==> config.mk <==
export PLATFORM = sky130hd
export DESIGN_NAME = lcd_rx_capture
export DESIGN_NICKNAME = d
export VERILOG_FILES = /design/src/rtl/lcd_rx_capture.sv
export SDC_FILE = /design/constraint.sdc
export NUM_CORES = 1
export LEC_CHECK = 0
export ABC_CLOCK_PERIOD_IN_PS = 6060
export CORE_ASPECT_RATIO = 0.7
export CORE_MARGIN = 10
export CORE_UTILIZATION = 35
export DETAILED_ROUTE_END_ITERATION = 8
export GPL_TIMING_DRIVEN = 1
export MAX_ROUTING_LAYER = met4
export PLACE_DENSITY_LB_ADDON = 0.12
export SYNTH_ARGS = -nofsm -noshare
export SYNTH_HDL_FRONTEND = slang
export SYNTH_SLANG_ARGS = --single-unit
==> constraint.sdc <==
create_clock -name clk -period 6.06 [get_ports clk]
set_clock_uncertainty 0.1 [all_clocks]
set_input_delay 0.606 -clock clk [delete_from_list [all_inputs] [get_ports clk]]
set_output_delay 0.606 -clock clk [all_outputs]
set_load 0.005 [all_outputs]
==> src/rtl/lcd_rx_capture.sv <==
`default_nettype none
// ---------------------------------------------------------------------------
// lcd_rx_capture: HS/VS/DE/RGB565 stream capture with frame geometry checks
// Revision 1.0
// ---------------------------------------------------------------------------
module lcd_rx_capture #(
  parameter int H_ACTIVE = 640,
  parameter int V_ACTIVE = 480,
  parameter bit HS_POL   = 1'b0,
  parameter bit VS_POL   = 1'b0,
  parameter bit DE_POL   = 1'b1
) (
  input  logic        clk,
  input  logic        rst,
  input  logic        in_hs,
  input  logic        in_vs,
  input  logic        in_de,
  input  logic [15:0] in_rgb,
  output logic        pix_valid,
  output logic [15:0] pix_data,
  output logic [10:0] pix_xpos,
  output logic [10:0] pix_ypos,
  output logic        frame_start,
  output logic        line_end,
  output logic        frame_done,
  output logic        frame_err,
  output logic [10:0] h_active_meas,
  output logic [10:0] v_active_meas,
  output logic [11:0] h_total_meas,
  output logic [7:0]  err_count
);

  localparam logic [1:0]  C_IDLE     = 2'd0;
  localparam logic [1:0]  C_SYNC     = 2'd1;
  localparam logic [1:0]  C_ACTIVE   = 2'd2;
  localparam logic [10:0] C_H_ACTIVE = 11'(H_ACTIVE);
  localparam logic [10:0] C_V_ACTIVE = 11'(V_ACTIVE);
  localparam logic [10:0] C_MAX      = 11'h7FF;

  logic        r_hs1, r_vs1, r_de1, r_hs2, r_vs2, r_de2;
  logic [15:0] r_rgb1;
  logic [1:0]  r_state, w_state_nxt;
  logic [10:0] r_x, r_y, w_x_nxt, w_y_nxt, w_y_closed;
  logic        r_bad, w_bad_nxt, w_frame_bad;
  logic [11:0] r_hcnt;
  logic        w_vs_edge, w_hs_edge, w_de_fall, w_pix, w_line_close, w_frame_close;

  // Syncs are normalised to active-high at the first register stage
  always_ff @(posedge clk or posedge rst) begin
    if (rst) begin
      r_hs1  <= 1'b0;
      r_vs1  <= 1'b0;
      r_de1  <= 1'b0;
      r_hs2  <= 1'b0;
      r_vs2  <= 1'b0;
      r_de2  <= 1'b0;
      r_rgb1 <= '0;
    end else begin
      r_hs1  <= (in_hs == HS_POL);
      r_vs1  <= (in_vs == VS_POL);
      r_de1  <= (in_de == DE_POL);
      r_hs2  <= r_hs1;
      r_vs2  <= r_vs1;
      r_de2  <= r_de1;
      r_rgb1 <= in_rgb;
    end
  end

  assign w_vs_edge     = r_vs1 & ~r_vs2;
  assign w_hs_edge     = r_hs1 & ~r_hs2;
  assign w_de_fall     = ~r_de1 & r_de2;
  assign w_pix         = (r_state != C_IDLE) & r_de1 & ~r_vs1;
  assign w_line_close  = (r_state == C_ACTIVE) & w_de_fall;
  assign w_frame_close = (r_state == C_ACTIVE) & w_vs_edge;

  always_ff @(posedge clk or posedge rst) begin
    if (rst) r_state <= C_IDLE;
    else     r_state <= w_state_nxt;
  end

  always_comb begin
    w_state_nxt = r_state;
    case (r_state)
      C_IDLE:   if (w_vs_edge) w_state_nxt = C_SYNC;
      C_SYNC:   if (w_vs_edge) w_state_nxt = C_SYNC;
                else if (w_pix) w_state_nxt = C_ACTIVE;
      C_ACTIVE: if (w_vs_edge) w_state_nxt = C_SYNC;
      default:  w_state_nxt = C_IDLE;
    endcase
  end

  // A line closing together with the VS edge is folded in before the frame is judged
  always_comb begin
    w_x_nxt   = r_x;
    w_y_nxt   = r_y;
    w_bad_nxt = r_bad;
    if (w_pix) begin
      if (r_x == C_MAX) w_bad_nxt = 1'b1;
      else              w_x_nxt   = r_x + 11'd1;
    end
    if (w_line_close) begin
      w_x_nxt = '0;
      if (r_x != C_H_ACTIVE) w_bad_nxt = 1'b1;
      if (r_y == C_MAX) w_bad_nxt = 1'b1;
      else              w_y_nxt   = r_y + 11'd1;
    end
    w_y_closed  = w_y_nxt;
    w_frame_bad = w_bad_nxt | (w_y_nxt != C_V_ACTIVE);
    if (w_frame_close) begin
      w_x_nxt   = '0;
      w_y_nxt   = '0;
      w_bad_nxt = 1'b0;
    end
  end

  always_ff @(posedge clk or posedge rst) begin
    if (rst) begin
      pix_valid     <= 1'b0;
      pix_data      <= '0;
      pix_xpos      <= '0;
      pix_ypos      <= '0;
      frame_start   <= 1'b0;
      line_end      <= 1'b0;
      frame_done    <= 1'b0;
      frame_err     <= 1'b0;
      h_active_meas <= '0;
      v_active_meas <= '0;
      h_total_meas  <= '0;
      err_count     <= '0;
      r_x           <= '0;
      r_y           <= '0;
      r_bad         <= 1'b0;
      r_hcnt        <= '0;
    end else begin
      pix_valid   <= w_pix;
      frame_start <= w_pix & (r_state == C_SYNC);
      line_end    <= w_line_close;
      frame_done  <= w_frame_close;
      frame_err   <= w_frame_close & w_frame_bad;
      if (w_pix) begin
        pix_data <= r_rgb1;
        pix_xpos <= r_x;
        pix_ypos <= r_y;
      end
      if (w_line_close)  h_active_meas <= r_x;
      if (w_frame_close) v_active_meas <= w_y_closed;
      if (w_frame_close && w_frame_bad && err_count != 8'hFF)
        err_count <= err_count + 8'd1;
      r_x   <= w_x_nxt;
      r_y   <= w_y_nxt;
      r_bad <= w_bad_nxt;
      if (w_hs_edge) begin
        h_total_meas <= r_hcnt;
        r_hcnt       <= 12'd1;
      end else if (r_hcnt != 12'hFFF) begin
        r_hcnt <= r_hcnt + 12'd1;
      end
    end
  end

endmodule
`default_nettype wire

Yosys cells after proc, flatten, opt, wreduce, memory -nomap -nowiden:

Index checks and enable logic that the tools add are counted.

* equal/unequal tests: 11
* bitwise logic cells: 16
* add/subtract/negate cells: 4
* reduce and logical (&&, ||, !) cells: 9
* multiplexer cells: 19

Operators with widths (count)
* 2-to-1 mux 11 bit: 7
* 2-to-1 mux 12 bit: 2
* adder 11 x 1 -> 11 bit (second input constant): 2
* == test 11 bit (second input constant): 2
* adder 12 x 1 -> 12 bit (second input constant): 1
* inequality test 12 bit (second input constant): 1
* inequality test 11 x 10 -> 1 bit (second input constant): 1
* inequality test 11 x 9 -> 1 bit (second input constant): 1
* AND 1 bit: 9
* adder 8 x 1 -> 8 bit (second input constant): 1
* inequality test 8 bit (second input constant): 1
* 2-to-1 mux 1 bit: 6
* 2-to-1 mux 2 bit: 3
* inequality test 3 bit (second input constant): 2
* inverter 1 bit: 6
* case mux 2 bit (2 select lines): 1
* AND reduction 2 bit: 2
* nonzero test 2 bit: 2
* nonzero test 3 bit: 1
* == test 2 x 1 -> 1 bit (second input constant): 1
* == test 2 bit (second input constant): 1
* logical AND 1 bit: 2
* zero test 2 bit: 1
* inequality test 2 x 1 -> 1 bit (second input constant): 1
* 2 further kinds: 2

* logic and storage cells: 83
* bits of input ports: 21
* output and inout bits: 85
* flip-flop bits (word level): 144

Depth between registers and ports, before layout:

Gate-level depths: netlist of run 1.

* depth after elaboration: 10
* depth in mapped cells: 9
* mapped depth without buffers: 9

Least setup slack after synthesis of run 1:

OpenSTA, ideal clock, no wires.

* path kind: flip-flop to flip-flop
* start: register r_y[1]
* end: register err_count[1]
* setup slack: 2777 ps
* path buffers: 0
* clock period less this slack: 3283 ps
* data required time: 5835 ps
* arrival time: 3058 ps
* library setup time: 125 ps
* stages on the path, launching flop included: 9
* path through: dfrtp_1 -> ha_1 -> nand2_1 -> o41ai_2 -> mux2_2 -> or3_2 -> nor4_4 -> nor3b_2 -> mux2_4

* word-level cells in the longest chain between the ends: 7
* elaborated cells on any way between the ends: 10
* classes of those cells: 1 x add/sub; 2 x eq/ne; 4 x mux; 1 x bitwise; 2 x reduce/logical

Ends and longest elaborated chain
* from (decl): RTL line 43 `logic [10:0] r_x, r_y, w_x_nxt, w_y_nxt, w_y_closed;`
* from (signal assigned): RTL line 150 `r_y <= w_y_nxt;`
* adder 11 x 1 -> 11 bit or == test 11 bit (tied branches): RTL line 105, 104
* 2-to-1 mux 11 bit: RTL line 104 `if (r_y == C_MAX) w_bad_nxt = 1'b1;`
* 2-to-1 mux 11 bit: RTL line 101 `if (w_line_close) begin`
* inequality test 11 x 9 -> 1 bit: RTL line 108 `w_frame_bad = w_bad_nxt | (w_y_nxt != C_V_ACTIVE);`
* bitwise OR 1 bit *: RTL line 108
* logical AND 1 bit * (2 in a row): RTL line 147 `if (w_frame_close && w_frame_bad && err_count != 8'hFF)`
* to (signal assigned): RTL line 148 `err_count <= err_count + 8'd1;`
* to (decl): RTL line 30 `output logic [7:0] err_count`

Mark *: on every way between the ends. The rest lies on a longest branch, timed or not.
A chain may end at the register's enable or synchronous reset.

Final worst setup path of run 1:

* start: register r_state[0]
* end: register err_count[6]

* word-level cells in the longest chain between the ends: 10
* elaborated cells on any way between the ends: 15
* classes of those cells: 2 x eq/ne; 5 x mux; 5 x bitwise; 3 x reduce/logical

Ends and longest elaborated chain
* from (decl): RTL line 42 `logic [1:0] r_state, w_state_nxt;`
* from (signal assigned): RTL line 78 `else r_state <= w_state_nxt;`
* nonzero test 2 bit: RTL line 72 `assign w_pix = (r_state != C_IDLE) & r_de1 & ~r_vs1;`
* AND 1 bit (2 in a row): RTL line 72
* 2-to-1 mux 1 bit: RTL line 97 `if (w_pix) begin`
* 2-to-1 mux 1 bit: RTL line 103 `if (r_x != C_H_ACTIVE) w_bad_nxt = 1'b1;`
* 2-to-1 mux 1 bit: RTL line 104
* 2-to-1 mux 1 bit: RTL line 101
* bitwise OR 1 bit: RTL line 108
* logical AND 1 bit * (2 in a row): RTL line 147

Marked as above.

==> flow_metrics.tcl, run 1 <==
set metrics [dict create \
    cts_setup_buffers 0 \
    place.gp.congestion 0.828 \
    fill_cells 1506 \
    finalSetupViolations 0 \
    placed_area_mm2 0.00704 \
    final_common_cell "dfrtp_1" \
    grt_usage_pct 13.1 \
    min_period_over_period_pct 64.1 \
    cts_root_buf "clkbuf_16" \
    critPathKind "flip-flop to flip-flop" \
    min_from "r_de1" \
    tns_ns 0 \
    clock_path_buffers 2 \
    dp_slack_ns 2.14 \
    switching_share_pct 25.3 \
    mostFrequentLayoutCells "dfrtp_1 (144), clkdlybuf4s50_1 (105), nand2_1 (94), mux2_2 (39), nor2_1 (39)" \
    start_util_pct 35.7 \
    vias_per_cell 4.69 \
    final_area_mm2 0.00765 \
    internal_power_mw 2.12 \
    clock_latency_ns 0.42 \
    yosysUniqueCellTypes 53 \
    hpwlAfterDp_mm 9.40 \
    r2r-start "r_state[0]" \
    clkPwrFrac_pct 37.8 \
    cp.arrival_ns 4.07 \
    cts_made_buffers 17 \
    cts_tree "yes" \
    dieArea_mm2 0.0223 \
    io_pins 106 \
    powerDensity_mw_per_mm2 370 \
    fmax_mhz 258 \
    fin_util_pct 46.8 \
    fin_cells 841 \
    switchingPower_mw 0.717 \
    worstPathRequired_ns 6.25 \
    clock_sinks 144 \
    setup_slack_ns 2.18 \
    hold_depth 0 \
    asyncSetResetFlopFracSynth_pct 100 \
    drc 0 \
    synth_cells 498 \
    synth.area.top_cells "dfrtp_1 (62%), mux2_2 (7.5%), nand2_1 (6.1%)" \
    rsz0062_at_grt "no" \
    ir_worst_vdd_mv 0.194 \
    routed-via-count 3942 \
    total_power_mw 2.83 \
    power.leakage_nw 3.48 \
    firstDrtPassIters 4 \
    ys_ff_latch 144 \
    rr_endpoint "err_count[6]" \
    p_seq_share_pct 43.5 \
    wl_met2_mm 6.09 \
    drv_slew 0 \
    regToRegSetupSlack_ns 2.18 \
    dr_wl_met3_um 777 \
    grt_pass1_wl_mm 22.7 \
    synth-main-ff-cell "dfrtp_1" \
    avgSynthCellArea_um2 11.7 \
    wl_per_cell_um 16.2 \
    wirelength_mm 13.6 \
    dr.max_layer_used "met4" \
    drive_above_1_share_pct 14.1 \
    grt_max_degree 102 \
    rows 39 \
    core_mm2 0.0163 \
    ys_warn_count 0 \
    cts_hold_buf 0 \
    holdWs_ns 0.289 \
    hold_end "r_de2" \
    hold_viol 0 \
    nets 628 \
    outcome "complete, no violations" \
    port_buffers 105 \
    yosysSeqAreaShare_pct 61.8 \
    grt_pass1_vias 4111 \
    drv_cap 0 \
    worst_pin_slew_ns 1.12 \
    netlist.area_leader.share_pct 61.8 \
    die_y_um 128 \
    worstSetupStartpoint "r_state[0]" \
    combPwrFrac_pct 18.6 \
    max-slew-margin-rel_pct 25.5 \
    startpoint_type "flip-flop" \
    cts_max_level 4 \
    overflow 0 \
    synth_edf_count 0 \
    ant_nets 0 \
    period_minus_slack_ns 3.88 \
    dp_cells 808 \
    end_kind "flip-flop" \
    reg2reg_depth 8 \
    yosys.area.top_type "dfrtp_1" \
    cts.reportedPaths.clkPinSlew_ns 0.06 \
    antenna_found_initial 1 \
    cts_resized 0 \
    syn_to_final_growth_pct 31.3 \
    drtIter0Drc 231 \
    wl_met1_mm 6.69 \
    crit_fanout 21 \
    dieWidth_um 174 \
    hp-class "flip-flop to flip-flop" \
    synthesis.area_mm2 0.00583 \
    synth_nets 524 \
]
-- layout make-up --
class / instances / area, um^2 / area share, %
clock buffer: 23 / 478 / 6.25
timing repair buffer: 107 / 1070 / 13.9
inverter: 12 / 50.0 / 0.654
clock inverter: 9 / 131 / 1.72
tap: 225 / 282 / 3.68
antenna: 1 / 2.50 / 0.0327
multi-input combinational: 320 / 2040 / 26.7
sequential: 144 / 3600 / 47.1
-- how the worst max path moves through the flow --
stage,end
after floorplan,err_count[0]
after global placement,err_count[1]
after detailed placement,err_count[1]
after CTS,err_count[1]
after global routing,err_count[1]
final,err_count[6]
-- worst max-delay path, cell delays in order (launching register included) --
cell	delay (ns)
dfrtp_1	0.42
nand4bb_2	0.59
inv_1	0.56
o41ai_2	0.26
mux2_2	0.32
or3_2	0.50
nor4_4	0.55
nor3b_1	0.12
mux2_1	0.35
-- flip-flops by register name, indices dropped and copies added (netlist names), 2 cells and up --
name and count:
h_active_meas 11, v_active_meas 11, r_x 11, r_y 11, err_count 8, h_total_meas 12, r_state 2, r_rgb1 16
pix_data 16, pix_ypos 11, pix_xpos 11, r_hcnt 12
-- cells in the mapped netlist, types with 2 or more instances --
library cell  instances
and3_1                2
or2_2                 2
a31oi_1               3
xnor2_1               9
clkbuf_1              9
nor2_1               39
xor2_1               19
o31a_2                2
inv_1                12
mux2_2               39
a21oi_1               4
or4_1                 3
or3_1                 2
mux2i_1               6
o21a_1                2
mux2_1                2
nor2b_1               2
nand3_1              15
nand2_1              94
ha_1                  5
nand4_1               8
nor3b_1               3
and3_2                3
nand2b_1              3
dfrtp_1             144
buf_1                 7
nor3_1                8
nor4_1                7
o21ai_0              20
-- kinds of logic (layout without fill, tap and decap cells) --
| family | Yosys count | after routing | synth area share [%] |
|---|---|---|---|
| AO/OA/AOI/OAI | 39 | 39 | 4.25 |
| other | 0 | 1 | 0 |
| buffers and inverters | 34 | 151 | 3.20 |
| flip-flops | 144 | 144 | 61.8 |
| XOR/XNOR | 28 | 28 | 4.21 |
| multiplexers | 48 | 48 | 9.21 |
| AND/OR/NAND/NOR | 200 | 200 | 16.2 |
| adder cells (fa/ha/maj) | 5 | 5 | 1.07 |
-- power groups by stage --
stage	clock, mW	combinational (mW)	sequential [mW]
6_report	1.07	0.528	1.23
5_1_grt	1.15	0.587	1.26
4_1_cts	1.10	0.546	1.24
3_5_place_dp	0	0.542	1.25
3_3_place_gp	0	0.537	1.24
2_1_floorplan	0	0.278	1.22
-- per-layer routing --
metal	up-vias	track usage (%)
li1	1894	-
met1	1961	17.4
met2	81	18.3
met3	6	4.86
met4	0	3.31
met5	-	-
Power figures use the tool's default switching activity.
==> run 2: changes to the inputs <==
- ABC_CLOCK_PERIOD_IN_PS: 6060 -> 3100
- clock period: 6.06 -> 3.1 ns (I/O delays scaled with it)
==> flow_metrics.tcl, run 2 (synthesis results as in run 1) <==
set metrics [dict create \
    worst_pin_slew_ns 0.632 \
    fin_util_pct 48.5 \
    clock_path_buffers 2 \
    clock_sinks 144 \
    overflow 0 \
    wirelength_mm 13.9 \
    cts_root_buf "clkbuf_16" \
    critPathKind "flip-flop to flip-flop" \
    nets 661 \
    dp_cells 840 \
    hp-class "input pin to async pin" \
    grt_usage_pct 13.2 \
    outcome "complete, no violations" \
    cp.arrival_ns 3.23 \
    syn_to_final_growth_pct 36.0 \
    port_buffers 105 \
    wl_per_cell_um 15.9 \
    cts_tree "yes" \
    final_area_mm2 0.00793 \
    drc 0 \
    regToRegSetupSlack_ns 0.07 \
    die_y_um 128 \
    firstDrtPassIters 4 \
    final_common_cell "dfrtp_1" \
    max-slew-margin-rel_pct 57.9 \
    worstPathRequired_ns 3.30 \
    hpwlAfterDp_mm 9.84 \
    powerDensity_mw_per_mm2 691 \
    grt_pass1_wl_mm 22.8 \
    routed-via-count 4066 \
    rr_endpoint "err_count[1]" \
    drv_cap 0 \
    min_period_over_period_pct 97.6 \
    rsz0062_at_grt "no" \
    hold_viol 0 \
    vias_per_cell 4.66 \
    place.gp.congestion 0.839 \
    fin_cells 873 \
    rows 39 \
    grt_max_degree 65 \
    end_kind "flip-flop" \
    ant_nets 0 \
    fmax_mhz 330 \
    startpoint_type "flip-flop" \
    io_pins 106 \
    ir_worst_vdd_mv 0.338 \
    worstSetupStartpoint "r_x[3]" \
    reg2reg_depth 8 \
    placed_area_mm2 0.00733 \
    cts_hold_buf 0 \
    mostFrequentLayoutCells "dfrtp_1 (144), clkdlybuf4s50_1 (105), nand2_1 (94), mux2_2 (39), nor2_1 (39)" \
    dieWidth_um 174 \
    diodes 0 \
    drive_above_1_share_pct 19.4 \
    largest_registers "pix_data (16), r_rgb1 (16)" \
    start_util_pct 35.7 \
    core_mm2 0.0163 \
    cts.reportedPaths.clkPinSlew_ns 0.06 \
    cts_max_level 4 \
    grt_pass1_vias 4301 \
    crit_fanout 6 \
    power.leakage_nw 3.64 \
    period_minus_slack_ns 3.03 \
    dieArea_mm2 0.0223 \
    clock_latency_ns 0.42 \
    antenna_found_initial 0 \
    r2r-start "r_x[3]" \
    cts_made_buffers 17 \
    drtIter0Drc 223 \
    finalSetupViolations 0 \
    drv_slew 0 \
    total_power_mw 5.48 \
]
run 2: what timing repair did:
item	in CTS	in global routing
pin swaps	1	2
endpoints found under the hold margin	0	0
buffers inserted	1	0
gates cloned	0	0
endpoints found under the setup margin	3	6
resized for setup	1	4
run 2: layout make-up:
class	count	area, um^2
fill	1493	8420
sequential	144	3600
multi-input combinational	320	2070
timing repair buffer	140	1360
clock buffer	20	457
tap	225	282
clock inverter	12	110
inverter	12	48.8
run 2: how the worst max path moves through the flow:
stage / endpoint / slack (ns) / cells after the start
final: err_count[1] / 0.07 / 8
after global routing: err_count[6] / 0.00002 / 8
after CTS: err_count[6] / 0.04 / 8
after detailed placement: err_count[6] / -0.02 / 8
after global placement: err_count[6] / 0.001 / 8
after floorplan: err_count[1] / 0.01 / 8
run 2: routing by layer:
layer	part of all wire, %	global-route usage, %
met5	0	-
met4	1.2	4.96
met3	4.8	4.12
met2	44	18.9
met1	50	17.3
run 2: metrics by stage:
stage,TNS [ns],hold WS (ns),setup WS [ns]
global route,0,0.0410,0.0000231
global placement,0,0.275,0.00120
detailed placement,-0.0254,0.283,-0.0161
CTS,0,0.0312,0.0368
floorplan,0,0.241,0.0107
finish,0,0.0461,0.0731
run 2: worst max-delay path, stage by stage (launching register included):
cell	delay [ns]
dfrtp_1	0.38
or4_4	0.53
or4_4	0.42
o21a_1	0.20
or4_4	0.43
nor4_4	0.30
buf_6	0.17
nor3b_2	0.06
mux2_4	0.32
run 2: where the power goes:
part           leakage, nW  internal [mW]  switching (mW)
clock network        0.269           1.15           0.802
registers             1.89           2.17           0.189
logic                 1.48          0.700           0.468
total                 3.64           4.02            1.46
==> run 3: changes to the inputs <==
- ABC_AREA: not set -> 1
- HOLD_SLACK_MARGIN: not set -> 0.03
- MAX_ROUTING_LAYER: met4 -> not set
==> flow_metrics.tcl, run 3 <==
set metrics [dict create \
    outcome "complete, no violations" \
    synth_cells 639 \
    diodes 0 \
    worst_pin_slew_ns 0.852 \
    clkPwrFrac_pct 37.6 \
    fmax_mhz 430 \
    crit_fanout 9 \
    final_area_mm2 0.00779 \
    drive_above_1_share_pct 7.46 \
    avgSynthCellArea_um2 9.19 \
    synth_most_common_cell "nand2_1" \
    critPathKind "flip-flop to flip-flop" \
    startpoint_type "flip-flop" \
    powerDensity_mw_per_mm2 689 \
    yosysUniqueCellTypes 28 \
    synth-main-ff-cell "dfrtp_1" \
    critPathTopFamily "simple AND/OR/NAND/NOR gates" \
    port_buffers 105 \
    ys_top_cells_by_count "nand2_1 (196), dfrtp_1 (144), o21ai_0 (70), inv_1 (59), nor2_1 (47)" \
    wirelength_mm 14.5 \
    dieWidth_um 175 \
    hp-class "input pin to async pin" \
    cpMostUsedCell "nand2_1" \
    power.leakage_nw 3.59 \
    antenna_found_initial 0 \
    wl_per_cell_um 14.7 \
    firstDrtPassIters 5 \
    synth_edf_count 0 \
    total_power_mw 5.37 \
    cts_setup_buffers 0 \
    finalSetupViolations 0 \
    fill_cells 1553 \
    cts_hold_buf 0 \
    cts_max_level 4 \
    fin_cells 989 \
    clock_sinks 144 \
    yosys.area.top_type "dfrtp_1" \
    crit_slowest_cell "dfrtp_1" \
    yosysSeqAreaShare_pct 61.3 \
    cts_tree "yes" \
    synthesis.area_mm2 0.00587 \
    internal_power_mw 3.85 \
    synth_nets 665 \
    cp_num_buf_inv 0 \
    period_minus_slack_ns 2.33 \
    hpwlAfterDp_mm 10.3 \
    ys_ff_latch 144 \
    start_util_pct 35.8 \
    routed-via-count 4567 \
    dp_cells 957 \
    reg2reg_depth 10 \
    top_usage_layer "met1" \
    ff_latch_area_mm2 0.00360 \
    core_mm2 0.0164 \
    grt_max_degree 70 \
    drv_cap 0 \
    asyncSetResetFlopFracSynth_pct 100 \
    cts_root_buf "clkbuf_16" \
    ys_warn_count 0 \
    grt_pass1_wl_mm 24.1 \
    clock_path_buffers 2 \
    rsz0062_at_grt "no" \
    cts_resized 0 \
    cp_num_cells 10 \
    min_period_over_period_pct 75.0 \
    place.gp.congestion 0.856 \
    switching_share_pct 28.3 \
    final_common_cell "nand2_1" \
    multi_input_comb_area_mm2 0.00197 \
    grt_usage_pct 13.3 \
    switchingPower_mw 1.52 \
    rows 39 \
    cp.arrival_ns 2.59 \
    end_kind "flip-flop" \
    io_pins 106 \
    grt_util_met2_pct 18.2 \
    overflow 0 \
    worstPathRequired_ns 3.36 \
    tns_ns 0 \
    clock_latency_ns 0.42 \
    placed_area_mm2 0.00721 \
    die_y_um 128 \
    drc 0 \
    syn_to_final_growth_pct 32.6 \
    mostFrequentLayoutCells "nand2_1 (196), dfrtp_1 (144), clkdlybuf4s50_1 (105), o21ai_0 (70), inv_1 (58)" \
    drtIter0Drc 416 \
    holdWs_ns 0.165 \
    grt_pass1_vias 4624 \
    path_cells "ha_1 -> nand2_1 -> nor2_2 -> nand2_2 -> nand2_1 -> xor2_1 -> nand3_4 -> nand3_4 -> nand2_1 -> nand2_1" \
    drv_slew 0 \
    dieArea_mm2 0.0224 \
    worstSetupStartpoint "r_y[0]" \
    largest_registers "pix_data (16), r_rgb1 (16)" \
    ant_nets 0 \
    use_met1_pct 18.3 \
    p_seq_share_pct 43.7 \
    cts.reportedPaths.clkPinSlew_ns 0.06 \
    vias_per_cell 4.62 \
    synth.area.top_cells "dfrtp_1 (61%), nand2_1 (13%), o21ai_0 (6.0%)" \
    max-slew-margin-rel_pct 43.1 \
    r2r-start "r_y[0]" \
    netlist.area_leader.share_pct 61.3 \
    combPwrFrac_pct 18.8 \
    cts_made_buffers 17 \
    met3_usage_pct 5.67 \
    ir_worst_vdd_mv 0.335 \
    nets 777 \
    cpPeakStageDelay_ns 0.46 \
    hold_viol 0 \
]
run 3: cell count changes after synthesis, moves of 7 or more:
cell	previous run	this run
nand2_1	94	196
o21ai_0	20	70
inv_1	12	59
mux2_2	39	0
nand3_1	15	28
xor2_1	19	7
a21oi_1	4	14
clkbuf_1	9	17
nor2_1	39	47
buf_1	7	0
nor4_1	7	0
run 3: path summary, 6_finish.rpt:
kind,endpoint,slack (ns)
hold / removal,pix_valid,0.17
min in group clk,r_rgb1[2],0.22
hold reg to reg,r_hs2,0.27
max in group asynchronous,v_active_meas[9],2.02
setup reg to reg,err_count[7],0.77
setup / recovery,err_count[7],0.77
run 3: layer usage:
layer	up-vias	share of wire, %
li1	2268	-
met1	2172	50
met2	116	41
met3	11	7.7
met4	0	0.95
met5	-	0
run 3: final cells by class:
cell class	instances	area share, %
clock buffers	17	5.46
clock inverters	15	2.06
inverters	61	2.99
multi-input cells	416	25.2
flip-flops and latches	144	46.3
well taps	225	3.61
repair buffers	111	14.4
run 3: metrics by stage:
step                util (%)  setup slack [ns]
finish                  47.5             0.775
detailed placement      43.9             0.776
global placement        43.9             0.919
floorplan                  -             0.885
CTS                     47.5             0.775
global route            47.5             0.521
run 3: worst reg2reg max path, cell delays in order, from the launching register on:
cell and delay, ns:
dfrtp_1 0.46, ha_1 0.26, nand2_1 0.11, nor2_2 0.17, nand2_2 0.14, nand2_1 0.12, xor2_1 0.39, nand3_4 0.22
nand3_4 0.16, nand2_1 0.08, nand2_1 0.06
run 3: kinds of logic (layout without fill, tap and decap cells):
| kind of cell | count (synthesis) | after routing | synth area share, % |
|---|---|---|---|
| buffers and inverters | 79 | 204 | 5.18 |
| xor gates and xnor gates | 10 | 10 | 1.49 |
| and+or+nand+nor | 308 | 308 | 22.7 |
| AOI/OAI and AO/OA | 93 | 93 | 8.26 |
| adders and majority gates | 5 | 5 | 1.06 |
| DFF | 144 | 144 | 61.3 |
run 3: power by group through the flow:
stage / Clock, mW / Sequential, mW / Combinational (mW)
3_5_place_dp: 0 / 2.37 / 1.03
4_1_cts: 2.07 / 2.35 / 1.03
2_1_floorplan: 0 / 2.35 / 0.448
6_report: 2.02 / 2.35 / 1.01
3_3_place_gp: 0 / 2.37 / 1.01
5_1_grt: 2.17 / 2.38 / 1.14
